===== src/rtl/manchester_rx_framer.sv =====
// Manchester receive framer: oversampled bit recovery, sync hunt, AXI-Stream words.
// Optional MANCHESTER_RX_STATS_EN adds saturating frame counters.
module manchester_rx_framer #(
  parameter int OVERSAMPLE = 8,
  parameter int DATA_WIDTH = 8,
  parameter int FRAME_WORDS = 64,
  parameter int SYNC_WIDTH = 16,
  parameter logic [SYNC_WIDTH-1:0] SYNC_PATTERN = 16'hAAD5,
  parameter int FIFO_DEPTH = 16
) (
  input  logic                  aclk,
  input  logic                  aresetn,
  input  logic                  manchester_in,
  output logic [DATA_WIDTH-1:0] m_axis_tdata,
  output logic                  m_axis_tvalid,
  input  logic                  m_axis_tready,
  output logic                  m_axis_tlast,
  output logic                  m_axis_tuser,
  output logic                  sync_locked,
  output logic                  overflow
`ifdef MANCHESTER_RX_STATS_EN
  ,
  output logic [15:0]           frames_ok,
  output logic [15:0]           frames_aborted,
  output logic [15:0]           frames_dropped
`endif
);

  localparam int TW = $clog2(2 * OVERSAMPLE + 1);
  localparam logic [TW-1:0] T_SAT = TW'(2 * OVERSAMPLE);
  localparam logic [TW-1:0] T_MID = TW'((3 * OVERSAMPLE) / 4);
  localparam logic [TW-1:0] T_LOS = TW'((3 * OVERSAMPLE) / 2);
  localparam int BW = $clog2(DATA_WIDTH);
  localparam logic [BW-1:0] B_LAST = BW'(DATA_WIDTH - 1);
  localparam int WW = $clog2(FRAME_WORDS + 1);
  localparam logic [WW-1:0] W_LAST = WW'(FRAME_WORDS - 1);
  localparam int AW = $clog2(FIFO_DEPTH);
  localparam logic [AW:0] DEPTH = (AW + 1)'(FIFO_DEPTH);
  localparam int EW = DATA_WIDTH + 2;

  typedef enum logic {HUNT, DATA} state_t;

  state_t state, state_n;

  logic s1, s2, line_q;
  logic [TW-1:0] timer;
  logic line_edge, accept;
  logic bit_valid, bit_val, los_q;

  logic [SYNC_WIDTH-2:0] sync_sr;
  logic [DATA_WIDTH-2:0] word_sr;
  logic [SYNC_WIDTH-1:0] sync_full;
  logic [DATA_WIDTH-1:0] word_full;
  logic [BW-1:0] bit_cnt;
  logic [WW-1:0] word_cnt;
  logic drop;

  logic push_req, push_last, push_user;
  logic [DATA_WIDTH-1:0] push_word;
  logic abort, word_done;

  logic [EW-1:0] mem [FIFO_DEPTH];
  logic [AW-1:0] wr_ptr, rd_ptr;
  logic [AW:0] cnt, fill;
  logic pop, full, push_ok, load;

  assign line_edge = s2 ^ line_q;
  assign accept = line_edge && (timer >= T_MID || timer == T_SAT);
  assign sync_full = {sync_sr, bit_val};
  assign word_full = {word_sr, bit_val};
  assign sync_locked = (state == DATA);

  assign pop = m_axis_tvalid && m_axis_tready;
  assign fill = cnt + {{AW{1'b0}}, m_axis_tvalid};
  assign full = (fill == DEPTH);
  assign push_ok = push_req && (!full || pop);
  assign load = (cnt != '0) && (!m_axis_tvalid || pop);

  always_ff @(posedge aclk) begin
    if (!aresetn) state <= HUNT;
    else          state <= state_n;
  end

  always_comb begin
    state_n = state;
    push_req = 1'b0;
    push_word = '0;
    push_last = 1'b0;
    push_user = 1'b0;
    abort = 1'b0;
    word_done = 1'b0;
    unique case (state)
      HUNT: begin
        if (bit_valid && sync_full == SYNC_PATTERN)
          state_n = DATA;
      end
      DATA: begin
        if (los_q) begin
          abort = 1'b1;
          state_n = HUNT;
          if (word_cnt != '0 && !drop) begin
            push_req = 1'b1;
            push_last = 1'b1;
            push_user = 1'b1;
          end
        end else if (bit_valid && bit_cnt == B_LAST) begin
          word_done = 1'b1;
          push_req = !drop;
          push_word = word_full;
          push_last = (word_cnt == W_LAST);
          if (word_cnt == W_LAST)
            state_n = HUNT;
        end
      end
    endcase
  end

  always_ff @(posedge aclk) begin
    if (!aresetn) begin
      s1 <= 1'b0;
      s2 <= 1'b0;
      line_q <= 1'b0;
      timer <= T_SAT;
      bit_valid <= 1'b0;
      bit_val <= 1'b0;
      los_q <= 1'b0;
      sync_sr <= '0;
      word_sr <= '0;
      bit_cnt <= '0;
      word_cnt <= '0;
      drop <= 1'b0;
      overflow <= 1'b0;
    end else begin
      s1 <= manchester_in;
      s2 <= s1;
      line_q <= s2;
      if (accept)             timer <= '0;
      else if (timer != T_SAT) timer <= timer + 1'b1;
      bit_valid <= accept;
      bit_val <= s2;
      los_q <= (timer == T_LOS) && !accept;
      if (state == HUNT) begin
        if (bit_valid) sync_sr <= sync_full[SYNC_WIDTH-2:0];
        bit_cnt <= '0;
        word_cnt <= '0;
        drop <= 1'b0;
      end else begin
        if (bit_valid) begin
          word_sr <= word_full[DATA_WIDTH-2:0];
          bit_cnt <= (bit_cnt == B_LAST) ? '0 : bit_cnt + 1'b1;
        end
        if (word_done) word_cnt <= word_cnt + 1'b1;
        if (push_req && !push_ok) drop <= 1'b1;
        if (state_n == HUNT) sync_sr <= '0;
      end
      if (push_req && !push_ok) overflow <= 1'b1;
    end
  end

  // Storage is the memory plus the output register; together they hold FIFO_DEPTH words
  always_ff @(posedge aclk) begin
    if (push_ok) mem[wr_ptr] <= {push_word, push_last, push_user};
  end

  always_ff @(posedge aclk) begin
    if (!aresetn) begin
      wr_ptr <= '0;
      rd_ptr <= '0;
      cnt <= '0;
      m_axis_tvalid <= 1'b0;
      m_axis_tdata <= '0;
      m_axis_tlast <= 1'b0;
      m_axis_tuser <= 1'b0;
    end else begin
      if (push_ok) wr_ptr <= wr_ptr + 1'b1;
      cnt <= cnt + {{AW{1'b0}}, push_ok} - {{AW{1'b0}}, load};
      if (load) begin
        {m_axis_tdata, m_axis_tlast, m_axis_tuser} <= mem[rd_ptr];
        rd_ptr <= rd_ptr + 1'b1;
        m_axis_tvalid <= 1'b1;
      end else if (pop) begin
        m_axis_tvalid <= 1'b0;
      end
    end
  end

`ifdef MANCHESTER_RX_STATS_EN
  always_ff @(posedge aclk) begin
    if (!aresetn) begin
      frames_ok <= '0;
      frames_aborted <= '0;
      frames_dropped <= '0;
    end else begin
      if (push_ok && push_last && !push_user && frames_ok != '1)
        frames_ok <= frames_ok + 1'b1;
      if (abort && frames_aborted != '1)
        frames_aborted <= frames_aborted + 1'b1;
      if (state == DATA && push_req && !push_ok && !drop &&
          frames_dropped != '1)
        frames_dropped <= frames_dropped + 1'b1;
    end
  end
`endif

endmodule


===== config.mk =====
export PLATFORM = sky130hd
export DESIGN_NAME = manchester_rx_framer
export DESIGN_NICKNAME = d
export VERILOG_FILES = /design/src/rtl/manchester_rx_framer.sv
export SDC_FILE = /design/constraint.sdc
export NUM_CORES = 1
export LEC_CHECK = 0
export ABC_AREA = 1
export BUFFER_PORTS_ARGS = -buffer_cell sky130_fd_sc_hd__buf_4
export CORE_UTILIZATION = 38
export CTS_BUF_LIST = sky130_fd_sc_hd__clkbuf_4 sky130_fd_sc_hd__clkbuf_8
export CTS_CLUSTER_DIAMETER = 50
export DETAILED_ROUTE_END_ITERATION = 10
export PLACE_DENSITY_LB_ADDON = 0.12
export SYNTH_ARGS = -nofsm -noshare
export SYNTH_HDL_FRONTEND = slang
export SYNTH_SLANG_ARGS = --single-unit
export TNS_END_PERCENT = 5

===== constraint.sdc =====
create_clock -name aclk -period 5.36 [get_ports aclk]
set_input_delay 0.268 -clock aclk [delete_from_list [all_inputs] [get_ports aclk]]
set_output_delay 0.268 -clock aclk [all_outputs]
set_load 0.03 [all_outputs]

[After elaboration in Yosys (flattened, before gate mapping)]
Memory sizes are Yosys's and may differ from the RTL's. A register that Yosys moved wholly into a read port is not among the register bits.
Index checks and enable logic that the tools add are counted.
Widths: inputs -> output; s select.
Word-level totals
  memories: 1
  register bits after elaboration: 59
  output and inout bits: 13
  RAM bits: 160
Memories
  mem: words 16, width 10, rd ports 1, clocked after memory_dff 1, write ports 1, line 62  | logic [EW-1:0] mem [FIFO_DEPTH];
Cells by class
  muxes and demuxes: 30
  bitwise gates (word level): 3
  $lt $le $gt $ge: 1
  reductions and logical operators: 27
  equality and inequality tests: 8
  add/sub/neg operators: 8
Operator list (number)
  $mux 15: 3
  $mux 8: 3
  $mux 1: 20
  $eq 16x16->1 const B: 1
  $add 5x1->5: 2
  $eq 5x5->1 const B: 2
  $mux 5: 2
  $logic_and 1x1->1: 9
  $add 4x1->4 const B: 2
  $add 7x1->7 const B: 1
  $eq 7x6->1 const B: 1
  $reduce_bool 7->1: 1
  $logic_not 1->1: 6
  $reduce_and 2->1: 3
  $reduce_bool 2->1: 3
  $add 5x1->5 const B: 1
  $eq 5x4->1 const B: 1
  $ge 5x3->1 const B: 1
  $ne 5x5->1 const B: 1
  $reduce_bool 5->1: 1
  $sub 5x1->5: 1
  $add 3x1->3 const B: 1
  $eq 3x3->1 const B: 1
  $logic_or 1x1->1: 3
  other kinds (6): 7

[Logic depth before layout (Yosys ltp)]
  word-level depth: 8
  gate-level depth with buffers: 16
  gate-level depth less buffers: 16

[Worst setup path before layout]
OpenSTA, ideal clock, no wires.
  path type: reg2reg
  start point: reg m_axis_tvalid
  end point: reg cnt[4]
  period minus slack after synthesis: 2.802 ns
  stages on the path, launching flop included: 15
  path buffers: 0
  arrival: 2.679 ns
  setup slack: 2.558 ns
  path through: dfxtp_1 ha_1 ha_1 nand2_1 xor2_1 nand3_1 nand2_4 ha_1 inv_1 ha_1 fa_1 a21oi_1 o21bai_1 o21ai_0 a21oi_1
On the way
  cells in the longest elaborated chain, start to end: 7
  elaborated cells between the ends (all ways): 11
  those cells by class: 3 x add/sub; 1 x eq/ne; 7 x reduce/logical
Ends and longest elaborated chain
  from (decl): line 15  | output logic m_axis_tvalid,
  from (signal assigned): line 170  | m_axis_tvalid <= 1'b0;
  from (signal assigned): line 180  | m_axis_tvalid <= 1'b1;
  from (signal assigned): line 182  | m_axis_tvalid <= 1'b0;
  $add 5x1->5: line 74  | assign fill = cnt + {{AW{1'b0}}, m_axis_tvalid};
  $eq 5x5->1: line 75  | assign full = (fill == DEPTH);
  $logic_not 1->1: line 76  | assign push_ok = push_req && (!full || pop);
  $logic_or 1x1->1: line 76
  $logic_and 1x1->1: line 76
  $add 5x1->5: line 176  | cnt <= cnt + {{AW{1'b0}}, push_ok} - {{AW{1'b0}}, load};
  $sub 5x1->5 *: line 176
  to (signal assigned): line 176
  to (decl): line 64  | logic [AW:0] cnt, fill;
Mark *: on every way between the ends. The rest lies on a longest branch, timed or not.
A chain may end at the register's enable or synchronous reset.

[Final worst setup path]
  start point: reg cnt[2]
  end point: reg cnt[4]
On the way
  cells in the longest elaborated chain, start to end: 7
  elaborated cells between the ends (all ways): 9
  those cells by class: 3 x add/sub; 1 x eq/ne; 5 x reduce/logical
Ends and longest elaborated chain (line)
  $add 5x1->5: 74
  $eq 5x5->1: 75
  $logic_not 1->1: 76
  $logic_or 1x1->1: 76
  $logic_and 1x1->1: 76
  $add 5x1->5: 176
  $sub 5x1->5 *: 176
Marked as above.

==> run metrics <==
ant diodes 0; detailed placement HPWL around 14000 µm; Slowest cell on crit path inv_1; DRC 2; routability cong. around 0.82; Max Fclk ~350 MHz; Yosys Warn Count 0; CP endpoint kind register; critical path arrival between 3 and 4 ns; GRT busiest layer met2; Place WS about 2.5 ns; initial detailed-routing violation count 367; gr usage total 0.187; RSZ-0062 raised after global routing no; first-pass GRT wire length between 30000 and 40000 µm; Synth area leader edfxtp_1; Clock transition at path regs 0.06 ns; prevailing post-synth register cell edfxtp_1; min Tclk post-route approximately 2.8 ns; initial antenna violation count 0; DR pass1 iterations 8; synthesized cell area 0.0100 mm²; Setup TNS 0 ns; Setup WS post-layout 2.52 ns; Startpoint Class register; Final Hold Vio Count 0; routed vias/inst approximately 4.7; Mapped Cells 1077; largest net degree at the start of global routing 83; Nets around 1.1k; critical path's top delay family adder cells; Area Overhead vs Synth 12.9%; wire length per cell 16.5 µm; Lkg Pwr around 4.8 nW; Async SR Flop Fraction 0; Initial Util 0.386; Post-Route WL roughly 24000 µm; row cnt 59; crit path cell chain inv_1, ha_1, nand3_1, nand2_1, inv_1, ha_1, inv_1, ha_1, fa_1, a21oi_1, o21bai_1, o21ai_0, a21oi_1; #FFs+latches synth roughly 230; clk_skew around 0.026 ns; final setup vio count 0; max incr delay on CP approximately 0.57 ns; crit-path max FO 24; met2 Use GR 0.311; CTS tree built; layout cells sized above 1 0.101; Yosys top cell area share 0.479; core box area around 0.026 mm²; grt met1 use 0.235; CP Data Required Time roughly 5.8 ns; CTS root buffer clkbuf_8; Hold Path Class in -> reg; CTS Buf Count between 40 and 50; critical path class reg -> reg; post-route clock period utilization 0.530; Peak VDD IR 229 µV; Cell Pwr Density between 400 and 500 mW/mm²; Final Max Tran Viols 0; io pins 17; number of global-route vias before repair between 6k and 7k; Max Buffers Root-to-Sink 3; crit path buf inv count 3; Final ANT Viol Nets 0; grt met3 use 0.0427; Avg Cell Area, Syn roughly 9.3 µm²; slew margin rel. 0.276; Sink Count roughly 230; die width around 160 µm; most numerous cell in the Yosys netlist nand2_1; syn_nets approximately 1.1k; Overflow after GRT 0; top cells by area, synth edfxtp_1 48%, dfxtp_1 14%, nand2_1 12%; DIE HEIGHT 165 µm; failing checks DRC; Vias 6996; EDFF count, synth between 150 and 200; post-cts resize count 0; Worst-Skew Late Latency ~0.54 ns; IO Port Bufs 16; Commonest cells post-synth 310 x nand2_1, 160 x edfxtp_1, 150 x inv_1, 145 x nand3_1, 70 x nor2_1; max-cap violations 0; die area around 0.027 mm²; post-synth cell types 31; Least-Margin Pin Slew 1.08 ns; Finished Layout Cells 1473; DP Cell Count around 1.4k; sequential share of the synthesized area 0.616; status finished, violations left; Hold WS 0.0900 ns; H-tree depth 2
registers in the layout, indices dropped and copies added, names as in the netlist, 3 cells and up:
| signal | count |
|---|---|
| bit_cnt | 3 |
| cnt | 5 |
| m_axis_tdata | 8 |
| mem | 160 |
| rd_ptr | 4 |
| sync_sr | 15 |
| timer | 5 |
| word_cnt | 7 |
| word_sr | 7 |
| wr_ptr | 4 |
worst register-to-register path, delay by kind of cell (launching register included):
family	cells	cell delay, ns
adders and majority gates	4	1.03
buffers and inverters	3	0.72
AOI/OAI and AO/OA	4	0.45
DFF	1	0.37
and+or+nand+nor	2	0.18
metal layers:
layer  vias up  part of all wire
met4         0             0.028
met1      3259              0.45
li1       3548                 -
met3        48             0.052
met5         -                 0
met2       141              0.47
cell usage in the layout (no fill, tap or decap):
master,instances
a211oi_1,1
o21bai_1,1
nor2_1,69
nand3_2,1
dfxtp_2,1
o21ai_0,20
nand3_1,145
nand2_1,310
clkinv_2,2
o31ai_2,1
nand2_2,3
nand4_1,7
inv_1,150
fa_1,1
a21oi_1,45
ha_1,22
clkbuf_4,16
nand2_4,5
inv_2,1
edfxtp_1,160
nor2_4,2
xnor2_1,2
clkinv_4,1
and3_1,2
nor3b_2,1
clkinvlp_4,1
clkinv_1,7
o22ai_1,1
nor2_2,1
clkbuf_8,50
dfxtp_1,68
nor3_1,6
xor2_1,5
buf_4,29
dlygate4sd3_1,1
final cells by class:
class,count,area [µm²]
Timing Repair Buffer,30,228
Fill cell,2606,14600
Clock buffer,66,808
Sequential cell,229,6190
Multi-Input combinational cell,651,3080
Clock inverter,10,43.8
Tap cell,335,419
Inverter,152,576
final timing paths:
check             cells after the start     from  slack [ns]      end
setup / recovery                     13   cnt[2]        2.52   cnt[4]
hold / removal                        3  aresetn        0.09       s1
setup reg to reg                     13   cnt[2]        2.52   cnt[4]
hold reg to reg                       2       s2        0.44  bit_val
cells by family after synthesis:
| kind of cell | after synthesis | synth area share |
|---|---|---|
| DFF | 229 | 0.616 |
| AOI/OAI and AO/OA | 69 | 0.0353 |
| and+or+nand+nor | 552 | 0.235 |
| buffers and inverters | 197 | 0.0783 |
| xor gates and xnor gates | 7 | 0.00611 |
| adders and majority gates | 23 | 0.0294 |
stage by stage:
step	area (µm²)	total power, mW	util
floorplan	10000	2.77	-
global placement	10500	3.09	0.403
detailed placement	10500	3.09	0.403
CTS	11300	4.77	0.436
global route	11300	4.98	0.436
finish	11300	4.70	0.436
power by group:
part	switching [mW]	internal, mW
Sequential	0.0527	1.93
Clock	0.708	0.953
Combinational	0.751	0.305
what timing repair did:
item / 4_1_cts / 5_1_grt
setup buffers: 0 / 0
hold endpoints to repair: 1 / 0
hold buffers: 1 / 0
Note: power is estimated with default switching activity, not from simulation.
